<file path="config.mk">
export PLATFORM = sky130hd
export DESIGN_NAME = entry_parking_lot_flat
export DESIGN_NICKNAME = d
export VERILOG_FILES = /design/src/rtl/entry_parking_lot_pkg.sv /design/src/rtl/entry_parking_lot_if.sv /design/src/rtl/free_spot_finder.sv /design/src/rtl/entry_parking_lot.sv /design/src/flat_wrapper.sv
export SDC_FILE = /design/constraint.sdc
export NUM_CORES = 1
export LEC_CHECK = 0
export ABC_AREA = 1
export CAP_MARGIN = 30
export CORE_UTILIZATION = 54
export CTS_CLUSTER_DIAMETER = 120
export DETAILED_ROUTE_END_ITERATION = 12
export PLACE_DENSITY = 0.84
export SYNTH_ARGS = -nofsm -noshare
export SYNTH_HDL_FRONTEND = slang
export SYNTH_HIERARCHICAL = 1
export SYNTH_SLANG_ARGS = --single-unit
</file>
<file path="constraint.sdc">
create_clock -name clk -period 7.1 [get_ports clk]
set_clock_uncertainty 0.05 [all_clocks]
set_input_delay 1.065 -clock clk [delete_from_list [all_inputs] [get_ports clk]]
set_output_delay 1.065 -clock clk [all_outputs]
set_load 0.01 [all_outputs]
</file>
<file path="src/rtl/entry_parking_lot_pkg.sv">
// Shared sizing defaults and FSM encoding for the entry parking lot controller.
package entry_parking_lot_pkg;
  localparam int NUM_SPOTS_D   = 8;
  localparam int PARK_W_D      = 3;
  localparam int GATE_CYCLES_D = 4;

  typedef enum logic [1:0] {
    IDLE   = 2'd0,
    ASSIGN = 2'd1,
    GATE   = 2'd2
  } state_e;
endpackage

</file>
<file path="src/rtl/entry_parking_lot_if.sv">
// Entry/exit handshake bundle between the lot controller and its environment.
interface entry_parking_lot_if #(
  parameter int NUM_SPOTS = entry_parking_lot_pkg::NUM_SPOTS_D,
  parameter int PARK_W    = entry_parking_lot_pkg::PARK_W_D
);
  logic                 car_arrive;
  logic                 exit_valid;
  logic [PARK_W-1:0]    exit_number;
  logic [PARK_W-1:0]    park_number;
  logic                 park_valid;
  logic [NUM_SPOTS-1:0] park_location;
  logic                 gate_open;
  logic                 reject;
  logic                 exit_error;
  logic [3:0]           free_count;
  logic                 full;

  modport master (
    output car_arrive, exit_valid, exit_number,
    input  park_number, park_valid, park_location, gate_open,
           reject, exit_error, free_count, full
  );

  modport slave (
    input  car_arrive, exit_valid, exit_number,
    output park_number, park_valid, park_location, gate_open,
           reject, exit_error, free_count, full
  );
endinterface

</file>
<file path="src/rtl/free_spot_finder.sv">
// Combinational priority encoder: index of the lowest clear bit in the occupancy vector.
module free_spot_finder #(
  parameter int NUM_SPOTS = entry_parking_lot_pkg::NUM_SPOTS_D,
  parameter int PARK_W    = entry_parking_lot_pkg::PARK_W_D
) (
  input  logic [NUM_SPOTS-1:0] occ,
  output logic [PARK_W-1:0]    idx,
  output logic                 found
);
  // Scan high to low so the lowest free index is the last one written.
  always_comb begin
    idx   = '0;
    found = 1'b0;
    for (int i = NUM_SPOTS-1; i >= 0; i--) begin
      if (!occ[i]) begin
        idx   = PARK_W'(i);
        found = 1'b1;
      end
    end
  end
endmodule

</file>
<file path="src/rtl/entry_parking_lot.sv">
// Parking lot entry controller: admits cars to the lowest free spot, opens the gate, tracks exits.
module entry_parking_lot
  import entry_parking_lot_pkg::*;
#(
  parameter int NUM_SPOTS   = NUM_SPOTS_D,
  parameter int PARK_W      = PARK_W_D,
  parameter int GATE_CYCLES = GATE_CYCLES_D
) (
  input  logic          clk,
  input  logic          rst_n,
  entry_parking_lot_if.slave bus
);
  localparam int              CNT_W    = $clog2(GATE_CYCLES + 1);
  localparam logic [CNT_W-1:0] GATE_LAST = CNT_W'(GATE_CYCLES - 1);

  state_e               state;
  logic [NUM_SPOTS-1:0] loc;
  logic [PARK_W-1:0]    pnum;
  logic                 pvld, rej, xerr, gate;
  logic [CNT_W-1:0]     cnt;

  logic [PARK_W-1:0]    free_idx;
  logic                 free_found;
  logic                 lot_full;
  logic                 exit_hit;
  logic [NUM_SPOTS-1:0] exit_mask;
  logic [NUM_SPOTS-1:0] alloc_mask;
  logic [3:0]           occupied;

  free_spot_finder #(.NUM_SPOTS(NUM_SPOTS), .PARK_W(PARK_W)) u_finder (
    .occ   (loc),
    .idx   (free_idx),
    .found (free_found)
  );

  assign lot_full   = &loc;
  assign exit_hit   = bus.exit_valid & loc[bus.exit_number];
  assign exit_mask  = exit_hit ? (NUM_SPOTS'(1) << bus.exit_number) : '0;
  assign alloc_mask = NUM_SPOTS'(1) << free_idx;

  always_comb begin
    occupied = '0;
    for (int i = 0; i < NUM_SPOTS; i++) occupied = occupied + 4'(loc[i]);
  end

  // Exits are applied in every state; ASSIGN folds its allocation in with the same write.
  always_ff @(posedge clk or negedge rst_n) begin
    if (!rst_n) begin
      state <= IDLE;
      loc   <= '0;
      pnum  <= '0;
      pvld  <= 1'b0;
      rej   <= 1'b0;
      xerr  <= 1'b0;
      gate  <= 1'b0;
      cnt   <= '0;
    end else begin
      pvld <= 1'b0;
      rej  <= 1'b0;
      xerr <= bus.exit_valid & ~loc[bus.exit_number];
      loc  <= loc & ~exit_mask;
      case (state)
        IDLE: begin
          if (bus.car_arrive) begin
            if (lot_full) rej   <= 1'b1;
            else          state <= ASSIGN;
          end
        end
        ASSIGN: begin
          if (free_found) begin
            pnum  <= free_idx;
            loc   <= (loc | alloc_mask) & ~exit_mask;
            pvld  <= 1'b1;
            gate  <= 1'b1;
            cnt   <= '0;
            state <= GATE;
          end else begin
            rej   <= 1'b1;
            state <= IDLE;
          end
        end
        GATE: begin
          if (cnt == GATE_LAST) begin
            gate  <= 1'b0;
            cnt   <= '0;
            state <= IDLE;
          end else begin
            cnt <= cnt + 1'b1;
          end
        end
        default: state <= IDLE;
      endcase
    end
  end

  assign bus.park_number   = pnum;
  assign bus.park_valid    = pvld;
  assign bus.park_location = loc;
  assign bus.gate_open     = gate;
  assign bus.reject        = rej;
  assign bus.exit_error    = xerr;
  assign bus.free_count    = 4'(NUM_SPOTS) - occupied;
  assign bus.full          = lot_full;
endmodule
</file>
<file path="src/flat_wrapper.sv">
// flat-port wrapper written by rule: the top's interface ports become plain ports
module entry_parking_lot_flat import entry_parking_lot_pkg::*;
#(
  parameter int NUM_SPOTS   = NUM_SPOTS_D,
  parameter int PARK_W      = PARK_W_D,
  parameter int GATE_CYCLES = GATE_CYCLES_D
)
  (clk, rst_n, bus_car_arrive, bus_exit_valid, bus_exit_number, bus_park_number, bus_park_valid, bus_park_location, bus_gate_open, bus_reject, bus_exit_error, bus_free_count, bus_full);
  entry_parking_lot_if #(.NUM_SPOTS(NUM_SPOTS), .PARK_W(PARK_W)) bus_i ();
  input  logic clk;
  input  logic rst_n;
  input wire logic [$bits(bus_i.car_arrive)-1:0] bus_car_arrive;
  input wire logic [$bits(bus_i.exit_valid)-1:0] bus_exit_valid;
  input wire logic [$bits(bus_i.exit_number)-1:0] bus_exit_number;
  output wire logic [$bits(bus_i.park_number)-1:0] bus_park_number;
  output wire logic [$bits(bus_i.park_valid)-1:0] bus_park_valid;
  output wire logic [$bits(bus_i.park_location)-1:0] bus_park_location;
  output wire logic [$bits(bus_i.gate_open)-1:0] bus_gate_open;
  output wire logic [$bits(bus_i.reject)-1:0] bus_reject;
  output wire logic [$bits(bus_i.exit_error)-1:0] bus_exit_error;
  output wire logic [$bits(bus_i.free_count)-1:0] bus_free_count;
  output wire logic [$bits(bus_i.full)-1:0] bus_full;
  assign bus_i.car_arrive = bus_car_arrive;
  assign bus_i.exit_valid = bus_exit_valid;
  assign bus_i.exit_number = bus_exit_number;
  assign bus_park_number = bus_i.park_number;
  assign bus_park_valid = bus_i.park_valid;
  assign bus_park_location = bus_i.park_location;
  assign bus_gate_open = bus_i.gate_open;
  assign bus_reject = bus_i.reject;
  assign bus_exit_error = bus_i.exit_error;
  assign bus_free_count = bus_i.free_count;
  assign bus_full = bus_i.full;
  entry_parking_lot #(.NUM_SPOTS(NUM_SPOTS), .PARK_W(PARK_W), .GATE_CYCLES(GATE_CYCLES)) u_core (.clk(clk), .rst_n(rst_n), .bus(bus_i));
endmodule
</file>
After elaboration in Yosys (flattened, before gate mapping)
Index checks and enable logic that the tools add are counted.
W data, S select, Z words.
- bits in writable memories: 0
- latch bits: 0
- register bits after elaboration: 20
- memories kept: 0
- input bits: 7
- output and inout port bits: 20
- logic and storage cells: 79
- memory bits (read-only): 0
- $lt $le $gt $ge: 1
- divide/modulo/power cells: 0
- multipliers: 0
- reduce and logical (&&, ||, !) cells: 7
- $add $sub $neg: 9
- shift-type cells: 2
- muxes and demuxes: 38
- bitwise operators: 7
- equality and inequality tests: 7
- operators with widths (kind ; count):
    $mux W3 ; 10
    $add A4 B1 Y4 ; 6
    $mux W8 ; 3
    $and A8 B8 Y8 ; 2
    $mux W1 ; 16
    $shl A1 B3 Y8 const A ; 2
    $mux W2 ; 4
    $not A8 Y8 ; 1
    $or A8 B8 Y8 ; 1
    $reduce_and A8 Y1 ; 1
    $pmux W2 S3 ; 1
    $pmux W3 S2 ; 1
    $reduce_and A3 Y1 ; 2
    $lt A3 B4 Y1 const B ; 1
    $ne A2 B1 Y1 const B ; 2
    $ne A2 B2 Y1 const B ; 2
    $pmux W1 S2 ; 2
    $reduce_and A2 Y1 ; 2
    $sub A4 B4 Y4 const A ; 1
    $add A3 B1 Y3 const B ; 1
    $bmux W1 S3 ; 1
    $eq A3 B2 Y1 const B ; 1
    $add A1 B1 Y2 ; 1
    $and A1 B1 Y1 ; 2
    5 further kinds ; 5

Longest topological paths before layout
- depth after elaboration: 13
- depth in mapped cells: 12
- depth with buffers taken out: 12

Hierarchy
Netlist, hierarchy kept.
- modules (own cells, without submodules) (module ; cells an instance ; area an instance (um^2) ; instances ; seq. area each (um^2)):
    entry_parking_lot ; 151 ; 1204.9 ; 1 ; 500.5
    free_spot_finder ; 18 ; 78.8 ; 1 ; 0.0

Worst setup path after synthesis
No wires, ideal clock.
- path type: reg-to-output
- start point: reg u_core.loc[4], in the netlist u_core/bus.park_location[4]
- end point: out bus_free_count[2]
- buffers on the path: 0
- data arrival time: 2443 ps
- cell stages (with the launch flop): 9
- required time: 5985 ps
- setup slack: 3542 ps
- path through: dfrtp_1 -> inv_1 -> fa_1 -> ha_1 -> inv_1 -> fa_1 -> fa_1 -> inv_1 -> ha_1
- longest elaborated chain between the ends: 5
- ends and longest elaborated chain (element ; line ; source):
    start, declared ; entry_parking_lot.sv:17 ; logic [NUM_SPOTS-1:0] loc;
    start signal, assigned ; entry_parking_lot.sv:61 ; loc <= loc & ~exit_mask;
    start signal, assigned ; entry_parking_lot.sv:72 ; loc <= (loc | alloc_mask) & ~exit_mask;
    $add A4 B1 Y4 (4 in series) ; entry_parking_lot.sv:43 ; for (int i = 0; i < NUM_SPOTS; i++) occupied = occupied + 4'(loc[i]);
    $sub A4 B4 Y4 ; entry_parking_lot.sv:102 ; assign bus.free_count = 4'(NUM_SPOTS) - occupied;
    end, declared ; flat_wrapper.sv:21 ; output wire logic [$bits(bus_i.free_count)-1:0] bus_free_count;
Every way passes these cells.

Worst setup path after layout
Same ends and word-level chain as after synthesis.

==> results.sh <==
export IMPL_wl_per_cell_um=13.2
export IMPL_vias_per_cell=5.23
export IMPL_finalHoldViolations=0
export IMPL_post_synth_top_area_fraction=0.390
export IMPL_start_util=0.575
export IMPL_dr_pass1_iters=4
export IMPL_path_max_fanout=6
export IMPL_fin_tns_setup_ps=0
export IMPL_route_final_wire_length_mm=2.96
export IMPL_post_route_minimum_period_ps=4400
export IMPL_grt_pass1_wl_mm=4.84
export IMPL_critPathLaunchType="flop"
export IMPL_placed_cells_incl_taps=221
export IMPL_ctsHtreeMaxLevel=1
export IMPL_synth_enable_flop_cells=0
export IMPL_tightest_slew_ps=898
export IMPL_chipHeight_um=50.8
export IMPL_ir_worst_vdd_uv=661
export IMPL_number_of_synthesized_register_bits=20
export IMPL_synth_cell_area_sq_mm=0.00128
export IMPL_drcViolationCount=0
export IMPL_finalCritPeriodShare=0.619
export IMPL_drt_first_iter_violations=47
export IMPL_globalRouteTotalUtil=0.259
export IMPL_post_synth_top_area_cell="dfrtp_1"
export IMPL_grt_setup_unrepaired="no"
export IMPL_max_cap_viol_count=0
export IMPL_final_nets=215
export IMPL_total_leakage_power_nw=0.862
export IMPL_synthesis_area_per_instance_sq_um=7.60
export IMPL_synth_net_count=186
export IMPL_postLayoutSetupSlackWorst_ps=2700
export IMPL_synth_seq_area_share=0.390
export IMPL_ys_types=23
export IMPL_detailroute_via_count=1176
export IMPL_worst_hold_slack_ps=449
export IMPL_die_width_um=50.8
export IMPL_post_synth_inst_count=169
export IMPL_die_area_sq_mm=0.00258
export IMPL_clock_path_buffers=2
export IMPL_dominantRegCellSynth="dfrtp_1"
export IMPL_number_of_global_route_vias_before_repair=1108
export IMPL_result_of_the_run="finished clean"
export IMPL_port_buffer_count=26
export IMPL_ys_async_sr_fraction=1.00
export IMPL_cp_data_arrival_time_ps=3280
export IMPL_cts_inserted_buffers=3
export IMPL_clock_fmax_ghz=0.228
export IMPL_endpoint_kind="primary output"
export IMPL_global_route_overflow_total=0
export IMPL_slew_violations=0
export IMPL_core_sq_mm=0.00223
export IMPL_place_detailed_hpwl_mm=2.28
export IMPL_ios=27
export IMPL_use_met2=0.436
export IMPL_use_met3=0.0455
export IMPL_grtUsageMet1=0.329
export IMPL_final_layout_size_suffix_gt1_frac=0.0508
export IMPL_detailed_place_area_sq_mm=0.00157
export IMPL_cts_reportedPaths_clkPinSlew_ps=130
export IMPL_post_synth_top_count_cell="nand2_1"
export IMPL_insertion_delay_ps=320
export IMPL_hold_buffers_post_cts=0
export IMPL_yosys_top_cells_area="dfrtp_1, nand2_1, inv_1, fa_1, ha_1"
export IMPL_cts_root_buf="clkbuf_4"
export IMPL_maximum_number_of_pins_on_one_net_before_global_route_repair=21
export IMPL_min_delay_path_class="reg -> reg"
export IMPL_grt_antenna_before_repair=0
export IMPL_commonest_cells_in_the_synthesized_netlist="nand2_1, inv_1, dfrtp_1"
export IMPL_gp_routability_congestion=0.905
export IMPL_tritoncts="done"
export IMPL_yosysWarnings=6
export IMPL_ratio_of_total_power_to_cell_area_mw_per_mm2=507
export IMPL_critPathKind="reg -> out"
export IMPL_drtAntennaViolNets=0
export IMPL_final_cell_area_sq_mm=0.00162
export IMPL_syn_to_final_growth_pct=26.2
export IMPL_final_instance_count_excl_fill=225
export IMPL_post_place_ws_ps=3070
export IMPL_grt_busiest_layer="met2"
export IMPL_timing_final_setup_violations=0
export IMPL_crit_required_ps=5980
export IMPL_cts_sink_count=20
export IMPL_antenna_cells_inserted=0
export IMPL_max_slew_margin=0.399
export IMPL_cts_repair_resizes=0
export IMPL_row_count=17
export IMPL_post_cts_buffers=0
cells in the final DEF (no fill, tap or decap), drive strengths merged, types with 3 or more instances in the layout:
master         instances
dfrtp                 20
ha                     6
clkdlybuf4s50         26
o21ai                 11
fa                     4
clkbuf                 3
inv                   43
nand2                 50
nand4                 10
nor2                   8
nand3                  5
o21bai                 3
where the power goes:
group          switching, mW  total, mW  internal [mW]
sequential            0.0452      0.196          0.151
combinational          0.258      0.529          0.271
clock                 0.0387     0.0959         0.0571
total                  0.342      0.822          0.479
layer usage:
layer	vias to the layer above	routed length, um	part of all wire
met5	-	0	0
met4	0	53	0.018
met3	10	196	0.066
met2	40	1470	0.49
met1	545	1250	0.42
li1	581	-	-
state kept, by name, indices dropped and copies added (netlist names):
| register | flops |
|---|---|
| u_core/bus.exit_error | 1 |
| u_core/cnt | 3 |
| u_core/bus.gate_open | 1 |
| u_core/bus.park_number | 3 |
| u_core/state | 2 |
| u_core/bus.park_location | 8 |
| u_core/bus.park_valid | 1 |
| u_core/bus.reject | 1 |
path summary, 6_finish.rpt:
| kind | startpoint | endpoint | slack [ps] | cells after the start |
|---|---|---|---|---|
| worst max-delay path | u_core/bus.park_location[4] | bus_free_count[2] | 2700 | 9 |
| worst min-delay path | u_core/bus.park_number[2] | u_core/bus.park_number[2] | 450 | 2 |
| worst max register to register | u_core/bus.park_location[2] | u_core/bus.park_location[7] | 5400 | 9 |
| worst min register to register | u_core/bus.park_number[2] | u_core/bus.park_number[2] | 450 | 2 |
| max in group asynchronous | rst_n | u_core/bus.gate_open | 5260 | 1 |
| min in group asynchronous | rst_n | u_core/bus.reject | 1180 | 1 |
kinds of logic after synthesis:
group,Yosys count,share of synthesized area
AO/OA/AOI/OAI,20,0.0984
AND/OR/NAND/NOR,74,0.256
flip-flops,20,0.390
buffers and inverters,45,0.135
adder cells (fa/ha/maj),10,0.121
final cells by class:
type,count,area (sq um)
clock buffers,3,22.5
multi-input cells,104,611
inverters,43,161
well taps,28,35.0
repair buffers,26,260
clock inverters,1,30.0
fillers,181,613
flip-flops and latches,20,500
metrics by stage:
stage / total power, mW / util
after floorplan: 0.486 / -
after global placement: 0.709 / 0.702
after detailed placement: 0.728 / 0.702
after CTS: 0.829 / 0.725
after global routing: 0.894 / 0.725
final: 0.822 / 0.725
critical path, cell delays in order (launching register included):
cell and delay (ps):
dfrtp_1 450, inv_1 120, fa_1 550, ha_1 140
inv_1 50, fa_1 480, fa_1 430, inv_1 60
ha_1 210, clkdlybuf4s50_1 470
(Power assumes the default switching activity.)
